**src/rtl/lights_pkg.sv**
```systemverilog
// Shared constants and encodings for the lights frame sender.
package lights_pkg;

    localparam int unsigned CLOCK       = 50000000;
    localparam int unsigned UNIVERSES   = 16;
    localparam int unsigned PIXEL_COUNT = 150;

    typedef enum logic [1:0] {
        BLUE  = 2'd0,
        GREEN = 2'd1,
        RED   = 2'd2
    } colour_e;

    typedef enum logic [2:0] {
        IDLE  = 3'd0,
        SETUP = 3'd1,
        FETCH = 3'd2,
        SHIFT = 3'd3,
        TRAIL = 3'd4,
        GAP   = 3'd5
    } state_e;

endpackage

```
**src/rtl/spi_byte_shifter.sv**
```systemverilog
// Mode-0 SPI byte shifter: MSB first, sck low then high for CLK_DIV cycles per half-bit.
module spi_byte_shifter #(
    parameter int unsigned CLK_DIV = 4
) (
    input  logic       clk,
    input  logic       rst,
    input  logic       load,
    input  logic [7:0] data,
    output logic       sck,
    output logic       mosi,
    output logic       byte_done
);

    localparam int unsigned CW = (CLK_DIV > 1) ? $clog2(CLK_DIV) : 1;

    logic [CW-1:0] div_q;
    logic [2:0]    bit_q;
    logic [7:0]    shreg_q;
    logic          active_q;
    logic          phase_end;

    assign phase_end = active_q && (div_q == CW'(CLK_DIV - 1));
    // Asserted in the final cycle of the last high phase so a new load can follow seamlessly.
    assign byte_done = phase_end && sck && (bit_q == 3'd7);

    always_ff @(posedge clk) begin
        if (rst) begin
            active_q <= 1'b0;
            div_q    <= '0;
            bit_q    <= 3'd0;
            shreg_q  <= 8'h00;
            sck      <= 1'b0;
            mosi     <= 1'b0;
        end else if (load) begin
            active_q <= 1'b1;
            div_q    <= '0;
            bit_q    <= 3'd0;
            shreg_q  <= data;
            sck      <= 1'b0;
            mosi     <= data[7];
        end else if (phase_end) begin
            div_q <= '0;
            if (!sck) begin
                sck <= 1'b1;
            end else begin
                sck <= 1'b0;
                if (bit_q == 3'd7) begin
                    active_q <= 1'b0;
                    mosi     <= 1'b0;
                end else begin
                    bit_q   <= bit_q + 3'd1;
                    shreg_q <= {shreg_q[6:0], 1'b0};
                    mosi    <= shreg_q[6];
                end
            end
        end else if (active_q) begin
            div_q <= div_q + CW'(1);
        end
    end

endmodule

```
**src/rtl/lights_frame_sender.sv**
```systemverilog
// Sends one universe frame (header, then B/G/R per pixel) over SPI from a 1-cycle-latency buffer.
// Optional trailing XOR checksum byte when LIGHTS_SENDER_CHECKSUM_EN is defined.
module lights_frame_sender #(
    parameter int unsigned CLK_DIV     = 4,
    parameter int unsigned PIXEL_COUNT = lights_pkg::PIXEL_COUNT,
    parameter int unsigned UNIVERSES   = lights_pkg::UNIVERSES,
    parameter int unsigned CS_SETUP    = 8,
    parameter int unsigned CS_GAP      = 16
) (
    input  logic       clk,
    input  logic       rst,
    input  logic       start,
    input  logic [7:0] universe_in,
    output logic       busy,
    output logic       done,
    output logic       err,
    output logic       pix_rd,
    output logic [7:0] pix_addr,
    input  logic [7:0] pix_red,
    input  logic [7:0] pix_green,
    input  logic [7:0] pix_blue,
    output logic       cs,
    output logic       sck,
    output logic       mosi
);

    import lights_pkg::*;

    state_e      state_q;
    colour_e     colour_q;
    logic        hdr_q;
    logic [15:0] cnt_q;
    logic [7:0]  universe_q;
    logic [7:0]  red_q;
    logic [7:0]  green_q;
    logic        load;
    logic [7:0]  load_data;
    logic        byte_done;
    logic        last_pix;
    logic        in_trailer;

`ifdef LIGHTS_SENDER_CHECKSUM_EN
    logic [7:0]  csum_q;
    logic        csum_phase_q;
    assign in_trailer = csum_phase_q;
`else
    assign in_trailer = 1'b0;
`endif

    assign last_pix = (pix_addr == 8'(PIXEL_COUNT - 1));

    always_comb begin
        load      = 1'b0;
        load_data = 8'h00;
        unique case (state_q)
            SETUP: begin
                if (cnt_q == 16'(CS_SETUP - 1)) begin
                    load      = 1'b1;
                    load_data = universe_q;
                end
            end
            FETCH: begin
                if (cnt_q != 16'd0) begin
                    load      = 1'b1;
                    load_data = pix_blue;
                end
            end
            SHIFT: begin
                if (byte_done && !hdr_q && !in_trailer) begin
                    if (colour_q == BLUE) begin
                        load      = 1'b1;
                        load_data = green_q;
                    end else if (colour_q == GREEN) begin
                        load      = 1'b1;
                        load_data = red_q;
                    end
`ifdef LIGHTS_SENDER_CHECKSUM_EN
                    else if (last_pix) begin
                        load      = 1'b1;
                        load_data = csum_q;
                    end
`endif
                end
            end
            default: ;
        endcase
    end

    always_ff @(posedge clk) begin
        if (rst) begin
            state_q    <= IDLE;
            colour_q   <= BLUE;
            hdr_q      <= 1'b0;
            cnt_q      <= 16'd0;
            universe_q <= 8'h00;
            red_q      <= 8'h00;
            green_q    <= 8'h00;
            cs         <= 1'b1;
            busy       <= 1'b0;
            done       <= 1'b0;
            err        <= 1'b0;
            pix_rd     <= 1'b0;
            pix_addr   <= 8'h00;
`ifdef LIGHTS_SENDER_CHECKSUM_EN
            csum_q       <= 8'h00;
            csum_phase_q <= 1'b0;
`endif
        end else begin
            done   <= 1'b0;
            err    <= 1'b0;
            pix_rd <= 1'b0;
            unique case (state_q)
                IDLE: begin
                    // The done cycle still counts as busy for start acceptance.
                    if (start && !done) begin
                        if (32'(universe_in) < UNIVERSES) begin
                            universe_q <= universe_in;
                            busy       <= 1'b1;
                            cs         <= 1'b0;
                            pix_addr   <= 8'h00;
                            hdr_q      <= 1'b1;
                            cnt_q      <= 16'd0;
                            state_q    <= SETUP;
`ifdef LIGHTS_SENDER_CHECKSUM_EN
                            csum_q     <= 8'h00;
`endif
                        end else begin
                            err <= 1'b1;
                        end
                    end
                end
                SETUP: begin
                    if (cnt_q == 16'(CS_SETUP - 1)) state_q <= SHIFT;
                    else                            cnt_q   <= cnt_q + 16'd1;
                end
                SHIFT: begin
                    if (byte_done) begin
                        if (hdr_q) begin
                            hdr_q   <= 1'b0;
                            pix_rd  <= 1'b1;
                            cnt_q   <= 16'd0;
                            state_q <= FETCH;
                        end else if (in_trailer) begin
`ifdef LIGHTS_SENDER_CHECKSUM_EN
                            csum_phase_q <= 1'b0;
`endif
                            cnt_q   <= 16'd0;
                            state_q <= TRAIL;
                        end else begin
                            case (colour_q)
                                BLUE: begin
                                    colour_q <= GREEN;
`ifdef LIGHTS_SENDER_CHECKSUM_EN
                                    csum_q   <= csum_q ^ green_q;
`endif
                                end
                                GREEN: begin
                                    colour_q <= RED;
`ifdef LIGHTS_SENDER_CHECKSUM_EN
                                    csum_q   <= csum_q ^ red_q;
`endif
                                end
                                default: begin
                                    if (last_pix) begin
`ifdef LIGHTS_SENDER_CHECKSUM_EN
                                        csum_phase_q <= 1'b1;
`else
                                        cnt_q   <= 16'd0;
                                        state_q <= TRAIL;
`endif
                                    end else begin
                                        pix_addr <= pix_addr + 8'd1;
                                        pix_rd   <= 1'b1;
                                        cnt_q    <= 16'd0;
                                        state_q  <= FETCH;
                                    end
                                end
                            endcase
                        end
                    end
                end
                FETCH: begin
                    if (cnt_q == 16'd0) begin
                        cnt_q <= 16'd1;
                    end else begin
                        red_q    <= pix_red;
                        green_q  <= pix_green;
                        colour_q <= BLUE;
                        state_q  <= SHIFT;
`ifdef LIGHTS_SENDER_CHECKSUM_EN
                        csum_q   <= csum_q ^ pix_blue;
`endif
                    end
                end
                TRAIL: begin
                    if (cnt_q == 16'(CLK_DIV - 1)) begin
                        cs      <= 1'b1;
                        cnt_q   <= 16'd0;
                        state_q <= GAP;
                    end else begin
                        cnt_q <= cnt_q + 16'd1;
                    end
                end
                GAP: begin
                    if (cnt_q == 16'(CS_GAP - 1)) begin
                        done    <= 1'b1;
                        busy    <= 1'b0;
                        cnt_q   <= 16'd0;
                        state_q <= IDLE;
                    end else begin
                        cnt_q <= cnt_q + 16'd1;
                    end
                end
                default: state_q <= IDLE;
            endcase
        end
    end

    spi_byte_shifter #(
        .CLK_DIV (CLK_DIV)
    ) u_shifter (
        .clk       (clk),
        .rst       (rst),
        .load      (load),
        .data      (load_data),
        .sck       (sck),
        .mosi      (mosi),
        .byte_done (byte_done)
    );

endmodule

```
**config.mk**
```make
export PLATFORM = sky130hd
export DESIGN_NAME = lights_frame_sender
export DESIGN_NICKNAME = d
export VERILOG_FILES = /design/src/rtl/lights_pkg.sv /design/src/rtl/spi_byte_shifter.sv /design/src/rtl/lights_frame_sender.sv
export SDC_FILE = /design/constraint.sdc
export NUM_CORES = 1
export LEC_CHECK = 0
export CAP_MARGIN = 10
export CORE_ASPECT_RATIO = 0.9
export CORE_MARGIN = 10
export CORE_UTILIZATION = 54
export DETAILED_ROUTE_END_ITERATION = 6
export PLACE_DENSITY = 0.79
export SLEW_MARGIN = 20
export SYNTH_ARGS = -nofsm -noshare
export SYNTH_HDL_FRONTEND = slang
export SYNTH_SLANG_ARGS = --single-unit
export TNS_END_PERCENT = 50
```
**constraint.sdc**
```tcl
create_clock -name clk -period 2.6 [get_ports clk]
set_input_delay 0.52 -clock clk [delete_from_list [all_inputs] [get_ports clk]]
set_output_delay 0.52 -clock clk [all_outputs]
set_load 0.005 [all_outputs]
```
After elaboration in Yosys (flattened, before gate mapping) --
Cells that the tools add are included.
Storage, ports and cells: bits in registers 74, input bits 35, output and inout port bits 15, logic and storage cells 169
Cells by class: $add $sub $neg 4, $lt $le $gt $ge 1, eq/ne operators 27, multiplexer cells 73, bitwise logic cells 7, reduce and logical (&&, ||, !) cells 38
Operators by type and width (number):
- 2-to-1 mux 16 bit | 9
- one-hot mux 16 bit (6 select lines) | 1
- 2-to-1 mux 8 bit | 11
- 2-to-1 mux 3 bit | 10
- 2-to-1 mux 7 bit | 4
- 2-to-1 mux 1 bit | 26
- != test 2 bit (second input constant) | 13
- one-hot mux 8 bit (3 select lines) | 1
- one-hot mux 3 bit (6 select lines) | 1
- adder 16 x 1 -> 16 bit (second input constant) | 1
- == test 16 x 2 -> 1 bit (second input constant) | 1
- == test 16 x 3 -> 1 bit (second input constant) | 1
- == test 16 x 4 -> 1 bit (second input constant) | 1
- zero test 16 bit | 1
- one-hot mux 8 bit (2 select lines) | 1
- nonzero test 16 bit | 1
- AND reduction 7 bit | 2
- nonzero test 2 bit | 7
- AND reduction 3 bit | 4
- AND reduction 4 bit | 3
- == test 3 bit (second input constant) | 3
- OR reduction 3 bit | 3
- adder 8 x 1 -> 8 bit (second input constant) | 1
- == test 8 bit (second input constant) | 1
- other kinds (22) | 43

Depth between registers and ports, before layout --
Gate-level depths: netlist of the first run.
word-level depth 9, gate-level depth with buffers 9, depth with buffers taken out 8

Cells and area by module --
Synthesis of the first run repeated with hierarchy kept, for this count alone.
Unflattened totals: cells, all modules 460, area, all modules 3834.9 µm²
Modules (own cells, without submodules):
- lights_frame_sender | instances 1, cells an instance 383, area an instance 3078.0 µm², seq. area each 1181.1 µm²
- spi_byte_shifter | instances 1, cells an instance 77, area an instance 757.0 µm², seq. area each 300.3 µm²

Least setup slack after synthesis of the first run --
Ideal clock, no wire load.
kind input port to flip-flop, from input universe_in[4], to register cnt_q[14], setup time 70 ps, data arrival time 1971 ps, data required time 2530 ps, path slack 559 ps, stages on the path 6, buffers on the path 0, path through nor4_2 > a21oi_1 > a211oi_4 > nand4b_1 > or3_1 > a21oi_1
Between the ends: longest elaborated chain between the ends 3
Ends and longest elaborated chain:
- start: declaration | RTL line lights_frame_sender.sv:13 | input logic [7:0] universe_in,
- less-than comparator 8 x 5 -> 1 bit | RTL line lights_frame_sender.sv:116 | if (32'(universe_in) < UNIVERSES) begin
- != test 2 bit (no source line)
- AND reduction 7 bit (no source line)
- end signal: assignment | RTL line lights_frame_sender.sv:134 | else cnt_q <= cnt_q + 16'd1;
- end signal: assignment | RTL line lights_frame_sender.sv:201 | cnt_q <= cnt_q + 16'd1;
- end signal: assignment | RTL line lights_frame_sender.sv:211 | cnt_q <= cnt_q + 16'd1;
- end: declaration | RTL line lights_frame_sender.sv:32 | logic [15:0] cnt_q;
No other way between the ends. A chain may end at the register's enable or synchronous reset.

Worst setup path in the final report of the first run --
from register u_shifter.bit_q[0], to register pix_addr[6]
Between the ends: longest elaborated chain between the ends 4
Ends and longest elaborated chain:
- start: declaration | RTL line spi_byte_shifter.sv:17 | logic [2:0] bit_q;
- start signal: assignment | RTL line spi_byte_shifter.sv:51 | bit_q <= bit_q + 3'd1;
- == test 3 bit | RTL line spi_byte_shifter.sv:24 | assign byte_done = phase_end && sck && (bit_q == 3'd7);
- logical AND 1 bit | RTL line spi_byte_shifter.sv:24
- != test 2 bit (no source line)
- AND reduction 7 bit (no source line)
- end signal: assignment | RTL line lights_frame_sender.sv:172 | pix_addr <= pix_addr + 8'd1;
- end: declaration | RTL line lights_frame_sender.sv:18 | output logic [7:0] pix_addr,
No other way between the ends.

==> out/results.txt, run 1 <==
FMAX: 0.420 GHz
Die ar.: 0.0102 mm^2
Multi-input logic area: 0.00189 mm^2
Max Slew Vio Count: 0
Antenna Cells: 0
Worst min-delay path startpoint: red_q[7]
Seq. cell area: 0.00148 mm^2
CTS sink cnt: 74
Post-synthesis compound-gate area fraction: 15.8%
WP depth: 8
Mean post-synth cell area: 8.30 um^2
Post_cts resized: 0
Clock transition at path regs: 70 ps
CTS tree: built
Clock root cell: clkbuf_8
First-pass GRT wire length: 13800 um
Setup TNS: 0 ps
CORE AREA: 0.00622 mm^2
Worst vdd ir: 0.589 mV
Post-Synthesis Cells: 424
CP endpoint kind: register
CTS Buf Count: 9
Number of flops mapped to enable cells by yosys: 0
Multiplexer share of the synthesized area: 3.70%
Remaining DRCs: 0
RD Place Congestion: 0.862
Max-cap violation count: 0
DP HPWL: 5970 um
Largest net degree at the start of global routing: 21
Cell variety after synth: 52
Die width: 105 um
Pin slew with the least headroom to its limit: 889 ps
Tcrit/Tclk final: 91.5%
Mapped cell area: 0.00352 mm^2
Starting density of the core: 56.6%
Layout cell share with drive strength beyond 1: 7.37%
CP cell instances: ha_1 > ha_1 > nand4b_1 > or2_1 > o31ai_2 > nand4_1 > xor2_1 > nor2_1
Hold Path Sink: red_q[7]
Xor and xnor area share after synthesis: 5.47%
Worst Setup SP: u_shifter.bit_q[0]
Crit path max-delay cell type: o31ai_2
Delay-heaviest family, CP: simple AND/OR/NAND/NOR gates
Final Hold Vio Count: 0
R2r worst-path depth: 8
IO buf count: 49
Hold WC Path Type: reg2reg
Critical Path RT: 2840 ps
Clk_lat worst skew: 350 ps
Initial antenna violation count: 0
Die height: 96.6 um
1st-pass router iterations: 4
Sequential area share after synthesis: 42.1%
Yosys warns: 0
RSZ-0062 raised after global routing: false
CP arrival: 2620 ps
CTS Hold Buffers Added: 0
Area share of fa/ha/maj cells after synthesis: 2.49%
Avg WL per Cell: 14.6 um
Largest family of logic cells by synthesized area: simple AND/OR/NAND/NOR gates
CP max FO: 9
FF-to-FF Start: u_shifter.bit_q[0]
Max Buffers Root-to-Sink: 2
Status: finished, final reports clean
WHS Path Cells: 2
Vias in the first global route: 2904
Fill cells: 520
Vias post-DR: 3119
GRT Total Usage: 15.9%
Seq cells post-synth: 74
Most used cell, CP: ha_1
Floorplan row count: 27
Synth Net Count: 466
Antenna Nets Post-Route: 0
H-tree depth: 3
Vias per cell: 5.55
Utilization after layout: 70.4%
Drt initial violations: 127
Leakage: 1.61 nW
FF-to-FF End: pix_addr[6]
Nets: 512
# IOs: 50
Relative slew margins: 40.8%
Reg2reg setup slack: 220 ps
Worst Clk Skew: 6.01 ps
Finish-stage setup viols: 0
Type of origin of the critical path: register
Post-layout min period: 2380 ps
Area growth syn-to-layout: 24.2%
Setup Fix Bufs, Post-CTS: 0
CP max stage delay: 620 ps
Most used flip-flop cell after synthesis: dfxtp_1
Setup CP Type: reg2reg
Total wire length: 8230 um
Ys async rst share: 0%
Overflow left after global routing: 0
Pwr Density: 639 mW/mm^2
CP bufs+invs: 0
Synth Area in Simple Gates: 26.3%
worst max-delay path by stage:
stage / end / slack [ps]
after floorplan: cnt_q[14] / 560
after global placement: cnt_q[14] / 120
after detailed placement: cnt_q[14] / 70
after CTS: pix_addr[6] / 240
after global routing: pix_addr[6] / 70
final: pix_addr[6] / 220
state kept, by name, summed over array words and instances, names as in the netlist, 2 cells and up:
signal,count
cnt_q,16
colour_q,2
green_q,8
pix_addr,8
red_q,8
state_q,3
u_shifter.bit_q,3
u_shifter.div_q,2
u_shifter.shreg_q,7
universe_q,8
cell usage in the layout, fill, tap and decap left out, types with 12 or more instances in the layout:
cell type	count
nand2_1	65
clkdlybuf4s50_1	49
and3_1	14
a21oi_1	36
nand4_1	12
xor2_1	19
mux2i_1	13
nand3_1	21
dfxtp_1	74
nor2_1	43
area by class of cell:
type                       count  area share, %
multi-input combinational    315           43.3
sequential                    74           33.9
timing repair buffer          60           13.4
clock buffer                  11           3.23
clock inverter                 5           2.86
tap                           87           2.49
inverter                      10          0.858
Yosys cell counts, drive strengths merged (7+ instances only):
master / number / area (um^2)
ha: 7 / 87.6
and3: 14 / 87.6
dfxtp: 74 / 1480
o21a: 7 / 52.6
inv: 10 / 37.5
nand4: 12 / 75.1
a21oi: 36 / 180
nand2: 65 / 244
mux2i: 13 / 130
o21ai: 11 / 55.1
nor2: 43 / 161
clkbuf: 16 / 60.1
nand3: 21 / 105
a22oi: 7 / 52.6
xor2: 19 / 166
buf: 9 / 48.8
power breakdown:
part	internal, mW	switching (mW)	leakage, nW
registers	1.16	0.0488	0.597
logic	0.207	0.205	0.882
clock network	0.759	0.412	0.134
total	2.13	0.666	1.61
worst min-delay path: stages (launching register included):
cell and delay (ps):
dfxtp_1 310, nand2_1 50, a21oi_1 50
through the flow:
stage | cell area [um^2] | total power, mW | std cells | worst slack, ps | hold slack, ps
after floorplan | 3520 | 1.48 | 424 | 559 | 436
after global placement | 4110 | 1.63 | 546 | 118 | 441
after detailed placement | 4110 | 1.64 | 546 | 66.5 | 448
after CTS | 4370 | 2.81 | 562 | 240 | 458
after global routing | 4370 | 2.90 | 562 | 68.5 | 481
final | 4370 | 2.79 | 562 | 220 | 456
cell families after synthesis:
group / after synthesis
xor gates and xnor gates: 22
adders and majority gates: 7
DFF: 74
buffers and inverters: 35
AOI/OAI and AO/OA: 85
and+or+nand+nor: 188
muxes: 13
per-layer routing:
layer / GRT usage (%) / part of all wire (%) / up-vias
li1: - / - / 1580
met1: 19.6 / 45 / 1456
met2: 25.5 / 48 / 71
met3: 5.23 / 5.3 / 12
met4: 5.24 / 1.5 / 0
met5: 0 / 0 / -
(Power assumes the default switching activity.)
==> run 2: changes to the inputs <==
- CORE_UTILIZATION: 54 -> 58
- CTS_CLUSTER_DIAMETER: not set -> 150
- PLACE_DENSITY: 0.79 -> 0.84
- clock period: 2.6 -> 2.95 ns (I/O delays scaled with it)
==> run 2 against run 1 <==
  * Clock power down 28%
  * Sequential cell count did not move
  * Register-to-register slack improved by 360 ps
  * Global-route usage is 1.3 points higher
  * Sequential share of layout area grew 0.90 points
  * Worst hold slack got worse by 1.7 ps
  * Non-clock buffer count fell by 3
  * Clock skew up 1.5 ps
  * Die area fell by 5.5%
  * Total power fell by 20%
  * Critical path type unchanged
==> out/results.txt, run 2 (same netlist as run 1, synthesis figures left out) <==
Vias post-DR: 3140 (+0.67%)
Delay-heaviest family, CP: simple AND/OR/NAND/NOR gates
Relative slew margins: 56.6% (+16 points)
Area growth syn-to-layout: 21.0%
Max Slew Vio Count: 0 (unchanged)
WP depth: 8 (unchanged)
Utilization after layout: 73.6% (+3.2 points)
Post_cts resized: 0 (unchanged)
Initial antenna violation count: 0 (unchanged)
FF-to-FF Start: u_shifter.bit_q[0]
Type of origin of the critical path: register
# IOs: 50 (unchanged)
Clk_lat worst skew: 360 ps (about the same)
Starting density of the core: 60.8% (+4.2 points)
Met3 GRT Util: 5.08% (-0.15 points)
Die height: 93.9 um (-2.8%)
Status: finished, final reports clean
Pwr Density: 527 mW/mm^2 (-17%)
Vias per cell: 5.79 (+4.4%)
IO buf count: 49 (unchanged)
Largest net degree at the start of global routing: 25 (+19%)
Die width: 102 um (-2.8%)
Remaining DRCs: 0 (unchanged)
CTS tree: built
GRT Total Usage: 17.3% (+1.3 points)
Drt initial violations: 187 (+47%)
CP max FO: 9 (unchanged)
CP endpoint kind: register
Hold WC Path Type: reg2reg
Setup TNS: 0 ps (unchanged)
Layout cell share with drive strength beyond 1: 6.57% (-0.80 points)
R2r worst-path depth: 8 (unchanged)
Max-cap violation count: 0 (unchanged)
Setup Fix Bufs, Post-CTS: 0 (unchanged)
Post-layout min period: 2370 ps (-9.93 ps)
Met1 Use GR: 22.0% (+2.4 points)
Antenna Nets Post-Route: 0 (unchanged)
FMAX: 0.422 GHz (+0.42%)
FF-to-FF End: pix_addr[6]
First-pass GRT wire length: 13400 um (-2.3%)
Overflow left after global routing: 0 (unchanged)
CP arrival: 2610 ps (about the same)
Setup CP Type: reg2reg
Total power: 2.25 mW (-20%)
Worst min-delay path startpoint: green_q[4]
Grt peak-use layer: met2
WHS Path Cells: 2 (unchanged)
RSZ-0062 raised after global routing: false
Total wire length: 8200 um (-0.38%)
Crit path max-delay cell type: o31ai_2
CTS Buf Count: 9 (unchanged)
CP max stage delay: 590 ps (-30 ps)
Met2 usage: 27.0% (+1.5 points)
1st-pass router iterations: 4 (unchanged)
Die ar.: 0.00959 mm^2 (-5.5%)
Vias in the first global route: 2886 (-0.62%)
RD Place Congestion: 0.841 (-2.4%)
Worst Clk Skew: 7.53 ps (+1.52 ps)
CP cell instances: ha_1 > ha_1 > nand4b_1 > or2_1 > o31ai_2 > nand4_1 > xor2_1 > nor2_1
Most used cell, CP: ha_1
H-tree depth: 3 (unchanged)
Reg2reg setup slack: 580 ps (+360 ps)
Hold Path Sink: green_q[4]
Top reg by flops: cnt_q
CTS sink cnt: 74 (unchanged)
Fill cells: 440 (-15%)
CP bufs+invs: 0 (unchanged)
Most common cell after layout, fill and taps aside: dfxtp_1
CORE AREA: 0.00579 mm^2 (-6.8%)
Commonest cells after routing, fill and taps aside: 74 x dfxtp_1, 65 x nand2_1, 49 x clkdlybuf4s50_1, 43 x nor2_1, 36 x a21oi_1
Layout Cells excl Fill: 542 (-3.6%)
Pin slew with the least headroom to its limit: 648 ps (-241 ps)
Tcrit/Tclk final: 80.3% (-11 points)
Worst vdd ir: 0.442 mV (-25%)
Fin area: 0.00426 mm^2 (-2.6%)
Critical Path RT: 3190 ps (+350 ps)
DP HPWL: 5950 um (-0.30%)
Clock root cell: clkbuf_8
Largest register FFs: 16 (unchanged)
Leakage: 1.57 nW (-2.9%)
Avg WL per Cell: 15.1 um (+3.3%)
Floorplan row count: 26 (-3.7%)
Antenna Cells: 0 (unchanged)
Placed Area: 0.00405 mm^2 (-1.4%)
Nets: 509 (-0.59%)
Placed Cells: 526 (-3.7%)
Final Hold Vio Count: 0 (unchanged)
Clock transition at path regs: 80 ps (about the same)
Max Buffers Root-to-Sink: 2 (unchanged)
Finish-stage setup viols: 0 (unchanged)
CTS Hold Buffers Added: 0 (unchanged)
run 2: final cells by class:
cell class | count | area [um^2] | area share, %
inverters | 10 | 37.5 | 0.881
clock inverters | 5 | 78.8 | 1.85
flip-flops and latches | 74 | 1480 | 34.8
repair buffers | 57 | 551 | 12.9
clock buffers | 11 | 131 | 3.08
multi-input cells | 315 | 1890 | 44.4
well taps | 70 | 87.6 | 2.06
run 2: tightest hold or removal path, stage by stage, from the launching register on:
cell,delay (ps)
dfxtp_1,310
nand2_1,50
a21oi_1,50
run 2: worst max-delay path by stage:
stage	from	to	slack, ps
5_1_grt	u_shifter.bit_q[0]	pix_addr[6]	350
2_1_floorplan	universe_in[4]	cnt_q[14]	840
3_5_place_dp	universe_in[4]	cnt_q[13]	240
6_report	u_shifter.bit_q[0]	pix_addr[6]	580
4_1_cts	u_shifter.bit_q[0]	pix_addr[6]	570
3_3_place_gp	universe_in[4]	cnt_q[8]	330
run 2: metrics by stage:
stage | setup WS [ps] | hold slack [ps]
floorplan | 839 | 436
global placement | 329 | 441
detailed placement | 245 | 448
CTS | 569 | 459
global route | 345 | 473
finish | 580 | 454
run 2: layer usage:
layer / part of all wire (%) / up-vias
met3: 5.7 / 15
li1: - / 1575
met5: 0 / -
met1: 47 / 1470
met2: 46 / 80
met4: 1.4 / 0
run 2: where the power goes:
part           internal, mW  total (mW)  leakage, nW  switching (mW)
sequential             1.02        1.06        0.597          0.0431
clock                 0.475       0.847        0.107           0.372
combinational         0.158       0.334        0.862           0.176
